**config.mk**
```make
export PLATFORM = sky130hd
export DESIGN_NAME = divide_fix_seq_wrapper
export DESIGN_NICKNAME = d
export VERILOG_FILES = /design/src/rtl/divide_fix_pkg.sv /design/src/rtl/divide_fix_restoring_core.sv /design/src/rtl/divide_fix_seq_wrapper.sv
export SDC_FILE = /design/constraint.sdc
export NUM_CORES = 1
export LEC_CHECK = 0
export ABC_AREA = 1
export BUFFER_PORTS_ARGS = -buffer_cell sky130_fd_sc_hd__buf_2
export CAP_MARGIN = 20
export CORE_MARGIN = 2
export CORE_UTILIZATION = 30
export CTS_CLUSTER_SIZE = 28
export DETAILED_ROUTE_END_ITERATION = 12
export SETUP_SLACK_MARGIN = 0.4
export SLEW_MARGIN = 20
export SYNTH_ARGS = -nofsm -noshare
export SYNTH_HDL_FRONTEND = slang
export SYNTH_HIERARCHICAL = 1
export SYNTH_SLANG_ARGS = --single-unit
```
**constraint.sdc**
```tcl
create_clock -name aclk -period 5.25 [get_ports aclk]
set_clock_uncertainty 0.15 [all_clocks]
set_input_delay 1.05 -clock aclk [delete_from_list [all_inputs] [get_ports aclk]]
set_output_delay 1.05 -clock aclk [all_outputs]
set_load 0.02 [all_outputs]
```
**src/rtl/divide_fix_pkg.sv**
```systemverilog
// Shared types and helpers for the sequential fixed-point divider.
package divide_fix_pkg;

  typedef enum logic [1:0] {
    IDLE = 2'd0,
    CALC = 2'd1,
    DONE = 2'd2
  } state_t;

  // CLAMP_ZERO encodings
  localparam int CLAMP_ZERO_OFF = 0;
  localparam int CLAMP_ZERO_ON  = 1;

  // SATURATE encodings
  localparam int SAT_WRAP  = 0;
  localparam int SAT_LIMIT = 1;

  // Ceiling log2, used to size the iteration counter.
  function automatic int clog2(input int value);
    int result;
    int v;
    result = 0;
    v = value - 1;
    while (v > 0) begin
      result = result + 1;
      v = v >> 1;
    end
    return result;
  endfunction

endpackage

```
**src/rtl/divide_fix_restoring_core.sv**
```systemverilog
// Radix-2 restoring division datapath: one quotient bit per cycle.
// Loaded on start; runs A_WIDTH iterations; 'last' flags the final one and
// quotient_next carries the quotient that iteration produces.
module divide_fix_restoring_core
  import divide_fix_pkg::*;
#(
  parameter int A_WIDTH = 64,
  parameter int B_WIDTH = 64
) (
  input  logic               aclk,
  input  logic               aresetn,
  input  logic               start,
  input  logic [A_WIDTH-1:0] dividend,
  input  logic [B_WIDTH-1:0] divisor,
  output logic               last,
  output logic [A_WIDTH-1:0] quotient_next
);

  localparam int CNT_W = (clog2(A_WIDTH) < 1) ? 1 : clog2(A_WIDTH);

  logic [B_WIDTH-1:0] rem;
  logic [A_WIDTH-1:0] q;
  logic [CNT_W-1:0]   cnt;
  logic               busy;

  logic [B_WIDTH:0]   shifted;
  logic [B_WIDTH+1:0] diff;
  logic               borrow;
  logic [B_WIDTH-1:0] rem_next;

  // Trial subtraction of the divisor from the shifted partial remainder.
  // The extra top bit of diff is the borrow; the remainder stays below the
  // divisor, so B_WIDTH bits always suffice for it.
  always_comb begin
    shifted       = {rem, q[A_WIDTH-1]};
    diff          = {1'b0, shifted} - {2'b00, divisor};
    borrow        = diff[B_WIDTH+1];
    rem_next      = borrow ? B_WIDTH'(shifted) : B_WIDTH'(diff);
    quotient_next = (q << 1) | A_WIDTH'(!borrow);
  end

  assign last = busy && (cnt == '0);

  // Load operands on start, then iterate until the counter reaches zero.
  always_ff @(posedge aclk or negedge aresetn) begin
    if (!aresetn) begin
      rem  <= '0;
      q    <= '0;
      cnt  <= '0;
      busy <= 1'b0;
    end else if (start) begin
      rem  <= '0;
      q    <= dividend;
      cnt  <= CNT_W'(A_WIDTH - 1);
      busy <= 1'b1;
    end else if (busy) begin
      rem <= rem_next;
      q   <= quotient_next;
      if (cnt == '0) begin
        busy <= 1'b0;
      end else begin
        cnt <= cnt - 1'b1;
      end
    end
  end

endmodule

```
**src/rtl/divide_fix_seq_wrapper.sv**
```systemverilog
// Sequential unsigned divider with stream handshakes on operands and result.
// Joins the two operand channels, runs the restoring core, and forms the
// result with optional saturation and zero-to-one clamping.
//
// state | meaning
// ------+---------------------------------------------------------------
// IDLE  | accepting operands; decides div-by-zero once both are held
// CALC  | core iterating, one quotient bit per cycle
// DONE  | result valid and held until the consumer accepts it
module divide_fix_seq_wrapper
  import divide_fix_pkg::*;
#(
  parameter int A_WIDTH    = 64,
  parameter int B_WIDTH    = 64,
  parameter int OUT_WIDTH  = 8,
  parameter int CLAMP_ZERO = CLAMP_ZERO_ON,
  parameter int SATURATE   = SAT_WRAP
) (
  input  logic                 aclk,
  input  logic                 aresetn,
  input  logic                 s_axis_a_tvalid,
  output logic                 s_axis_a_tready,
  input  logic [A_WIDTH-1:0]   s_axis_a_tdata,
  input  logic                 s_axis_b_tvalid,
  output logic                 s_axis_b_tready,
  input  logic [B_WIDTH-1:0]   s_axis_b_tdata,
  output logic                 m_axis_result_tvalid,
  input  logic                 m_axis_result_tready,
  output logic [OUT_WIDTH-1:0] m_axis_result_tdata,
  output logic                 m_axis_result_div0,
  output logic                 m_axis_result_ovf
);

  state_t             state;
  logic               a_held;
  logic               b_held;
  logic [A_WIDTH-1:0] a_reg;
  logic [B_WIDTH-1:0] b_reg;

  logic               a_fire;
  logic               b_fire;
  logic               join_start;
  logic [A_WIDTH-1:0] dividend_mux;
  logic [B_WIDTH-1:0] divisor_mux;
  logic               core_start;
  logic               core_last;
  logic [A_WIDTH-1:0] core_q_next;

  // Packs {div0, ovf, data} for the output register.
  function automatic logic [OUT_WIDTH+1:0] form_result(input logic [A_WIDTH-1:0] qf,
                                                       input logic              div0);
    logic                 ovf;
    logic [OUT_WIDTH-1:0] r;
    logic [OUT_WIDTH-1:0] d;
    ovf = !div0 && ((qf >> OUT_WIDTH) != '0);
    r   = (SATURATE == SAT_LIMIT && ovf) ? '1 : qf[OUT_WIDTH-1:0];
    d   = (CLAMP_ZERO == CLAMP_ZERO_ON && r == '0) ? OUT_WIDTH'(1) : r;
    return {div0, ovf, d};
  endfunction

  assign s_axis_a_tready = (state == IDLE) && !a_held;
  assign s_axis_b_tready = (state == IDLE) && !b_held;
  assign a_fire          = s_axis_a_tvalid && s_axis_a_tready;
  assign b_fire          = s_axis_b_tvalid && s_axis_b_tready;

  // The core is loaded on the edge the second operand arrives, so its first
  // iteration overlaps the IDLE cycle in which div-by-zero is decided.
  always_comb begin
    dividend_mux = a_fire ? s_axis_a_tdata : a_reg;
    divisor_mux  = b_fire ? s_axis_b_tdata : b_reg;
    join_start   = (state == IDLE) && (a_held || a_fire) && (b_held || b_fire)
                   && !(a_held && b_held);
    core_start   = join_start && (divisor_mux != '0);
  end

  divide_fix_restoring_core #(
    .A_WIDTH (A_WIDTH),
    .B_WIDTH (B_WIDTH)
  ) u_core (
    .aclk          (aclk),
    .aresetn       (aresetn),
    .start         (core_start),
    .dividend      (dividend_mux),
    .divisor       (b_reg),
    .last          (core_last),
    .quotient_next (core_q_next)
  );

  // Operand join, sequencing and the registered result.
  always_ff @(posedge aclk or negedge aresetn) begin
    if (!aresetn) begin
      state                <= IDLE;
      a_held               <= 1'b0;
      b_held               <= 1'b0;
      a_reg                <= '0;
      b_reg                <= '0;
      m_axis_result_tvalid <= 1'b0;
      m_axis_result_tdata  <= '0;
      m_axis_result_div0   <= 1'b0;
      m_axis_result_ovf    <= 1'b0;
    end else begin
      case (state)
        IDLE: begin
          if (a_fire) begin
            a_reg  <= s_axis_a_tdata;
            a_held <= 1'b1;
          end
          if (b_fire) begin
            b_reg  <= s_axis_b_tdata;
            b_held <= 1'b1;
          end
          if (a_held && b_held) begin
            if (b_reg == '0) begin
              {m_axis_result_div0, m_axis_result_ovf, m_axis_result_tdata}
                <= form_result('1, 1'b1);
              m_axis_result_tvalid <= 1'b1;
              state                <= DONE;
            end else if (core_last) begin
              {m_axis_result_div0, m_axis_result_ovf, m_axis_result_tdata}
                <= form_result(core_q_next, 1'b0);
              m_axis_result_tvalid <= 1'b1;
              state                <= DONE;
            end else begin
              state <= CALC;
            end
          end
        end
        CALC: begin
          if (core_last) begin
            {m_axis_result_div0, m_axis_result_ovf, m_axis_result_tdata}
              <= form_result(core_q_next, 1'b0);
            m_axis_result_tvalid <= 1'b1;
            state                <= DONE;
          end
        end
        DONE: begin
          if (m_axis_result_tready) begin
            m_axis_result_tvalid <= 1'b0;
            a_held               <= 1'b0;
            b_held               <= 1'b0;
            state                <= IDLE;
          end
        end
        default: state <= IDLE;
      endcase
    end
  end

endmodule
```
Word-level counts from Yosys, hierarchy flattened
Index checks and enable logic that the tools add are counted.
{"block": "totals", "regBits": 278, "out_inout_bits": 13, "word_cells": 97}
{"block": "classes", "n_addsub": 2, "eq_ne": 8, "mux": 41, "n_bitwise": 1, "reduce_logical": 32}
{"op": "$mux 64", "n": 7}
{"op": "$reduce_bool 64->1", "n": 2}
{"op": "$sub 65x64->66", "n": 1}
{"op": "$logic_not 64->1", "n": 1}
{"op": "$or 64x1->64", "n": 1}
{"op": "$mux 8", "n": 4}
{"op": "$mux 6", "n": 3}
{"op": "$pmux 8 s2", "n": 1}
{"op": "$mux 1", "n": 15}
{"op": "$reduce_and 3->1", "n": 4}
{"op": "$logic_and 1x1->1", "n": 10}
{"op": "$mux 2", "n": 5}
{"op": "$ne 2x2->1 const B", "n": 5}
{"op": "$logic_not 8->1", "n": 1}
{"op": "$pmux 1 s2", "n": 4}
{"op": "$logic_not 6->1", "n": 1}
{"op": "$pmux 2 s3", "n": 1}
{"op": "$reduce_bool 2->1", "n": 3}
{"op": "$sub 6x1->6 const B", "n": 1}
{"op": "$logic_not 1->1", "n": 4}
{"op": "$reduce_and 2->1", "n": 2}
{"op": "$pmux 1 s3", "n": 1}
{"op": "$reduce_bool 3->1", "n": 1}
{"op": "$eq 2x1->1 const B", "n": 1}
{"op": "other kinds (4)", "n": 5}

Longest topological paths before layout
Gate-level depths: netlist of run 1.
{"block": "logic_depth", "ltp_word": 10, "mapped_depth": 22, "ltp_nobuf": 20}

Modules after synthesis
Netlist of run 1, hierarchy kept.
{"module": "divide_fix_restoring_core", "n_inst": 1, "cells_per_inst": 2244, "area_per_inst_um2": 13369.1, "seq_area_each_um2": 3378.2}
{"module": "divide_fix_seq_wrapper", "n_inst": 1, "cells_per_inst": 928, "area_per_inst_um2": 6855.3, "seq_area_each_um2": 3578.4}

Least setup slack after synthesis of run 1
No wires, ideal clock.
{"block": "synth_timing", "kind": "input port to flip-flop", "start": "input s_axis_b_tvalid", "end": "register u_core.q[54]", "arrival_ns": 3.257, "required_ns": 4.970, "setup_slack_ns": 1.713, "path_stages": 18, "n_path_buf": 4, "cell_sequence": "nand3_4 clkbuf_1 nand2_1 o21ai_0 nand2_1 nor2_1 nand2_1 nor2_1 nand2_1 nor2_1 nor2_1 buf_2 nor2_2 clkinv_1 clkbuf_1 buf_1 o211ai_1 o21ai_0"}
{"block": "synth_via", "elab_chain_cells": 6, "elab_cells_between_ends": 9, "cone_classes": "mux (2); reduce/logical (7)"}
{"element": "start, declared", "line_no": "divide_fix_seq_wrapper.sv:24", "source": "input logic s_axis_b_tvalid,"}
{"element": "$logic_and 1x1->1 (*)", "line_no": "divide_fix_seq_wrapper.sv:64", "source": "assign b_fire = s_axis_b_tvalid && s_axis_b_tready;"}
{"element": "branches (longest 3 deep; another with $mux 64)"}
{"element": "$logic_and 1x1->1 (*)", "line_no": "divide_fix_seq_wrapper.sv:73", "source": "core_start = join_start && (divisor_mux != '0);"}
{"element": "net core_start", "line_no": "divide_fix_seq_wrapper.sv:45", "source": "logic core_start;"}
{"element": "$mux 64 or $reduce_bool 2->1 (tied branches)"}
{"element": "end signal, assigned", "line_no": "divide_fix_restoring_core.sv:53", "source": "q <= dividend;"}
{"element": "end signal, assigned", "line_no": "divide_fix_restoring_core.sv:58", "source": "q <= quotient_next;"}
{"element": "end, declared", "line_no": "divide_fix_restoring_core.sv:22", "source": "logic [A_WIDTH-1:0] q;"}
Mark *: on every way through the listed nets, which the timed path passes.
A chain may end at the register's enable or synchronous reset.

Worst setup path after layout of run 1
{"block": "layout_timing", "start": "register state[0]", "end": "register u_core.rem[54]"}
{"block": "layout_via", "elab_chain_cells": 9, "elab_cells_between_ends": 15, "cone_classes": "mux (2); reduce/logical (13)"}
{"element": "start, declared", "line_no": "divide_fix_seq_wrapper.sv:34", "source": "state_t state;"}
{"element": "start signal, assigned", "line_no": "divide_fix_seq_wrapper.sv:92", "source": "state <= IDLE;"}
{"element": "start signal, assigned", "line_no": "divide_fix_seq_wrapper.sv:117", "source": "state <= DONE;"}
{"element": "start signal, assigned", "line_no": "divide_fix_seq_wrapper.sv:122", "source": "state <= DONE;"}
{"element": "$logic_not 2->1 (*)", "line_no": "divide_fix_seq_wrapper.sv:61, divide_fix_seq_wrapper.sv:62, divide_fix_seq_wrapper.sv:71"}
{"element": "branches (longest 6 deep; another with $mux 64)"}
{"element": "$logic_and 1x1->1 (*)", "line_no": "divide_fix_seq_wrapper.sv:73"}
{"element": "net core_start", "line_no": "divide_fix_seq_wrapper.sv:45"}
{"element": "$mux 64 or $reduce_bool 2->1 (tied branches)"}
{"element": "end signal, assigned", "line_no": "divide_fix_restoring_core.sv:57", "source": "rem <= rem_next;"}
{"element": "end, declared", "line_no": "divide_fix_restoring_core.sv:21", "source": "logic [B_WIDTH-1:0] rem;"}
Marks and branches as above.

==> results.json, run 1 <==
{
  "cts_setup_buffers": 0,
  "grt_pass1_vias": 17900,
  "path_delay_family": "simple AND/OR/NAND/NOR gates",
  "grt_max_degree": 117,
  "cpPeakStageDelay_ns": 0.49,
  "regArea_um2": 6960,
  "cp_cell_sequence": "inv_1 -> ha_1 -> nand3_4 -> buf_12 -> o21ai_0 -> nand2_1 -> nor2_1 -> nand2_1 -> nor2_1 -> nand2_1 -> nor2_1 -> nor2_1 -> buf_4 -> nor2_4 -> buf_12 -> nand2_1 -> clkinv_1 -> nand2_1 -> nand2_1",
  "synthArstFlopShare": 1.00,
  "grt_use_total": 0.176,
  "wirelength_mm": 61.7,
  "cts_max_path_buffers": 3,
  "crit_arrival_ns": 4.67,
  "clk_latency_ns": 0.57,
  "first_pass_iters": 5,
  "ctsHoldBuffers": 0,
  "nNetsFinal": 3422,
  "status": "complete, no violations",
  "cts_tree": "yes",
  "ant_nets": 0,
  "syn-cell-area_um2": 20200,
  "cp-end-kind": "flip-flop",
  "criticalPathCategory": "reg2reg",
  "hp-class": "reg2reg",
  "synth_nets": 3376,
  "final_common_cell": "nand2_1",
  "p_leak_nw": 13.1,
  "htreeDepth": 2,
  "hpwl_mm": 48.4,
  "powerDensity_nw_per_um2": 614,
  "die_w_um": 264,
  "fin_crit_ns": 4.34,
  "max_freq_ghz": 0.230,
  "cts-root-buf": "clkbuf_16",
  "peakVddDrop_uv": 294,
  "ys_seq_area_frac": 0.344,
  "finalSetupViolCount": 0,
  "drt_iter0_drc": 1244,
  "setup_tns_ns": 0,
  "design.core.area_um2": 66900,
  "place_inst": 4055,
  "critPathLaunchType": "flip-flop",
  "synth_ff_type": "dfrtp_1",
  "synth.avg_cell_area_um2": 6.38,
  "cts.repair.resized": 0,
  "min_period_over_period": 0.827,
  "ys_warn_count": 6,
  "worstPathMaxFanout": 46,
  "grt_pass1_wl_mm": 97.6,
  "crit_top_cell": "nand2_1",
  "max_slew.worst_pin.slew_ns": 1.01,
  "dieArea_um2": 69500,
  "max_cap_violations": 0,
  "drive_gt1_frac": 0.0781,
  "antenna_found_initial": 10,
  "drv_slew": 0,
  "io_buffers": 145,
  "num_vias": 18800,
  "syn_to_final_growth_pct": 11.1,
  "synth.ff_latch_count": 278,
  "cts_sinks": 278,
  "routedWlPerCell_um": 15.0,
  "final_cell_mix": "1,209 x nand2_1, 630 x inv_1, 278 x dfrtp_1",
  "fp.dieH_um": 264,
  "hold_violations": 0,
  "cp.required_ns": 5.58,
  "place_congestion": 0.981,
  "instances_no_fill": 4114,
  "ys_types": 37,
  "nFillCells": 7342,
  "routed_via_density": 4.57,
  "cts_made_buffers": 34,
  "rows": 95,
  "synth_edf_count": 0,
  "grt_overflow": 0,
  "slew_headroom": 0.325,
  "start_util": 0.302,
  "antennaDiodeCount": 0,
  "rsz0062_at_grt": "no",
  "multi_input_area_um2": 9880,
  "ioPinCount": 146,
  "crit_buf_inv": 5,
  "path_clk_slew_ns": 0.06,
  "synth_cells": 3172,
  "slowest_stage": "nor2_4",
  "drc": 0
}
path summary, 6_finish.rpt:
path | startpoint | endpoint | slack, ns | depth (start not counted)
setup reg to reg | state[0]$_DFFE_PN0P_ | u_core/rem[54]$_DFFE_PN0P_ | 0.91 | 19
min in group asynchronous | aresetn | a_reg[48]$_DFFE_PN0N_ | 0.36 | 1
max in group asynchronous | aresetn | u_core/rem[17]$_DFFE_PN0P_ | 3.49 | 2
setup / recovery | state[0]$_DFFE_PN0P_ | u_core/rem[54]$_DFFE_PN0P_ | 0.91 | 19
hold / removal | a_reg[48]$_DFFE_PN0N_ | a_reg[48]$_DFFE_PN0N_ | 0.32 | 2
hold reg to reg | a_reg[48]$_DFFE_PN0N_ | a_reg[48]$_DFFE_PN0N_ | 0.32 | 2
worst register-to-register path, stage by stage (launching register included):
cell and delay [ns]:
dfrtp_1 0.40, inv_1 0.10, ha_1 0.34, nand3_4 0.34
buf_12 0.30, o21ai_0 0.24, nand2_1 0.08, nor2_1 0.36
nand2_1 0.15, nor2_1 0.11, nand2_1 0.05, nor2_1 0.23
nor2_1 0.14, buf_4 0.20, nor2_4 0.49, buf_12 0.31
nand2_1 0.12, clkinv_1 0.05, nand2_1 0.04, nand2_1 0.06
metrics by stage:
step / power [mW] / hold WS (ns) / util / setup WS [ns] / instance area (um2)
2_1_floorplan: 9.66 / 0.294 / - / 1.71 / 20200
3_3_place_gp: 11.2 / 0.306 / 0.319 / 0.648 / 21300
3_5_place_dp: 11.3 / 0.310 / 0.319 / 0.666 / 21300
4_1_cts: 13.8 / 0.323 / 0.336 / 0.887 / 22500
5_1_grt: 15.2 / 0.340 / 0.336 / 0.463 / 22500
6_report: 13.8 / 0.318 / 0.336 / 0.908 / 22500
area by class of cell:
class	instances	area share
Timing Repair Buffer	165	0.0422
Inverter	650	0.109
Clock buffer	49	0.0430
Tap cell	873	0.0486
Multi-Input combinational cell	2089	0.439
Clock inverter	10	0.00863
Sequential cell	278	0.309
kinds of logic after synthesis:
| logic type | Yosys count | synth area share |
|---|---|---|
| and+or+nand+nor | 1695 | 0.348 |
| buffers and inverters | 805 | 0.169 |
| AOI/OAI and AO/OA | 292 | 0.0819 |
| DFF | 278 | 0.344 |
| adders and majority gates | 71 | 0.0443 |
| xor gates and xnor gates | 31 | 0.0134 |
synthesized netlist by cell type, types with 18 or more instances:
master | instances | area share
xnor2_1 | 31 | 0.013
o21ai_0 | 144 | 0.036
nor2_1 | 161 | 0.030
buf_4 | 69 | 0.026
nand3b_1 | 55 | 0.020
o211ai_1 | 65 | 0.024
a21oi_1 | 56 | 0.014
nor3_1 | 18 | 0.0045
nand4_1 | 34 | 0.011
inv_1 | 632 | 0.12
ha_1 | 70 | 0.043
nand3_1 | 175 | 0.043
dfrtp_1 | 278 | 0.34
nand2_1 | 1210 | 0.22
clkbuf_1 | 48 | 0.0089
buf_2 | 20 | 0.0049
layer usage:
metal	GRT usage	vias to the layer above	share of wire
li1	-	9689	-
met1	0.232	8545	0.45
met2	0.293	449	0.46
met3	0.0283	100	0.056
met4	0.0615	18	0.032
met5	0	-	0.0020
power by group:
part           switching [mW]  internal, mW
Clock                   0.997          1.45
Combinational            5.01          2.61
Sequential              0.571          3.16
Total                    6.58          7.22
No activity file was read; power rests on OpenSTA's default activity.
==> run 2: changes to the inputs <==
==> constraint.sdc (replaced) <==
create_clock -name aclk -period 4.4 [get_ports aclk]
set_clock_uncertainty 0.15 [all_clocks]
set_input_delay 0.88 -clock aclk [delete_from_list [all_inputs] [get_ports aclk]]
set_output_delay 0.88 -clock aclk [all_outputs]
set_load 0.02 [all_outputs]
==> run 2 against run 1 <==
  * Critical path depth up 2
  * Die area unchanged
  * Sequential share of layout area fell by 0.18 points
  * Register-to-register slack got worse by 0.20 ns
  * Cell area is 0.60% higher
  * Count of clock-buffer cells in the layout is 1 lower
  * Global-route usage rose by 0.059 points
  * Utilization up 0.20 points
  * Largest power group unchanged
  * Highest routed layer unchanged
==> results.json, run 2 (synthesis gave the netlist of run 1 again) <==
{
  "grt_use_total": 0.177,
  "max_freq_ghz": 0.271,
  "rsz0062_at_grt": "no",
  "final_cell_mix": "1,209 x nand2_1, 630 x inv_1, 278 x dfrtp_1",
  "reg2regPathDepth": 21,
  "cp-end-kind": "flip-flop",
  "path_clk_slew_ns": 0.06,
  "powerDensity_nw_per_um2": 737,
  "routed_via_density": 4.52,
  "nNetsFinal": 3425,
  "worstPathMaxFanout": 32,
  "die_w_um": 264,
  "crit_arrival_ns": 4.04,
  "wirelength_mm": 61.9,
  "setup_tns_ns": 0,
  "cts_made_buffers": 34,
  "cts-root-buf": "clkbuf_16",
  "syn_to_final_growth_pct": 11.8,
  "ioPinCount": 146,
  "dieArea_um2": 69500,
  "finalSetupViolCount": 0,
  "min_period_over_period": 0.839,
  "dp_slack_ns": 0.324,
  "grt_overflow": 0,
  "grt_pass1_wl_mm": 97.7,
  "rows": 95,
  "grt_pass1_vias": 18000,
  "fp.dieH_um": 264,
  "hpwl_mm": 48.1,
  "grt_max_degree": 90,
  "htreeDepth": 2,
  "hp-class": "in2async",
  "routedWlPerCell_um": 15.0,
  "slew_headroom": 0.480,
  "hold_violations": 0,
  "fin_crit_ns": 3.69,
  "drt_iter0_drc": 1195,
  "ant_nets": 0,
  "peakVddDrop_uv": 330,
  "cp.required_ns": 4.75,
  "clk_latency_ns": 0.57,
  "finalWorstSetupSlack_ns": 0.710,
  "antenna_found_initial": 12,
  "num_vias": 18600,
  "design.core.area_um2": 66900,
  "p_leak_nw": 13.2,
  "place_congestion": 0.957,
  "place_area_um2": 21400,
  "critPathLaunchType": "flip-flop",
  "drive_gt1_frac": 0.0807,
  "cts_sinks": 278,
  "io_buffers": 145,
  "first_pass_iters": 5,
  "max_cap_violations": 0,
  "r2r_slack_ns": 0.71,
  "drv_slew": 0,
  "final_common_cell": "nand2_1",
  "design_area_um2": 22600,
  "cts_tree": "yes",
  "status": "complete, no violations",
  "start_util": 0.302,
  "drc": 0,
  "cts_max_path_buffers": 3,
  "max_slew.worst_pin.slew_ns": 0.781,
  "criticalPathCategory": "reg2reg"
}
[run 2: changes by cell type in the layout (fill, tap and decap cells not counted), sizes merged]
cell	delta
diode	+3
clkinvlp	+1
buf	+2
bufinv	+2
[run 2: cell type report]
type / count / area (um2)
well taps: 873 / 1090
flip-flops and latches: 278 / 6960
clock inverters: 13 / 244
inverters: 650 / 2450
fillers: 7395 / 44300
clock buffers: 48 / 953
multi-input cells: 2089 / 9890
repair buffers: 168 / 1030
diodes: 3 / 7.51
[run 2: repair_timing]
item,in CTS,in global routing
endpoints found under the hold margin,0,0
cloned,0,1
resized for setup,1,6
endpoints found under the setup margin,8,129
hold buffers,0,0
setup buffers,0,0
pin swaps,0,1
[run 2: final timing paths]
kind,start,endpoint
max,state[0]$_DFFE_PN0P_,u_core/rem[54]$_DFFE_PN0P_
min,aresetn,a_reg[44]$_DFFE_PN0N_
max reg2reg,state[0]$_DFFE_PN0P_,u_core/rem[54]$_DFFE_PN0P_
min reg2reg,a_reg[21]$_DFFE_PN0N_,a_reg[21]$_DFFE_PN0N_
max in group asynchronous,aresetn,u_core/rem[25]$_DFFE_PN0P_
min in group aclk,a_reg[21]$_DFFE_PN0N_,a_reg[21]$_DFFE_PN0N_
[run 2: metrics by stage]
step | std cells | utilization | hold WS (ns) | power (mW)
2_1_floorplan | 3172 | - | 0.294 | 11.5
6_report | 4122 | 0.338 | 0.153 | 16.7
5_1_grt | 4119 | 0.338 | 0.197 | 18.3
3_3_place_gp | 4057 | 0.319 | 0.306 | 13.4
3_5_place_dp | 4057 | 0.319 | 0.310 | 13.5
4_1_cts | 4118 | 0.337 | 0.175 | 16.7
[run 2: per-layer routing]
layer / GRT usage / routed length, um / part of all wire
met1: 0.231 / 27800 / 0.45
met2: 0.298 / 28600 / 0.46
met3: 0.0283 / 3330 / 0.054
met4: 0.0590 / 2080 / 0.034
met5: 0 / 83 / 0.0013
[run 2: report_power, final]
group          leakage [nW]  switching, mW  internal, mW
Sequential             3.38          0.692          3.76
Clock                 0.578           1.21          1.83
Combinational          9.23           5.97          3.19
Total                  13.2           7.88          8.79
[run 2: critical path, cell delays in order, from the launching register on]
cell	delay, ns
dfrtp_1	0.40
inv_1	0.11
ha_2	0.29
inv_2	0.11
nor2_2	0.35
buf_12	0.21
nand3b_1	0.11
nand2_1	0.10
nand2_1	0.05
nor2_1	0.32
nand2_1	0.12
nor2_1	0.10
nand2_1	0.07
nor2_1	0.13
nor2_2	0.09
buf_4	0.19
nor2_4	0.20
buf_12	0.26
nand2_1	0.08
clkinv_1	0.05
nand2_1	0.04
nand2_1	0.06
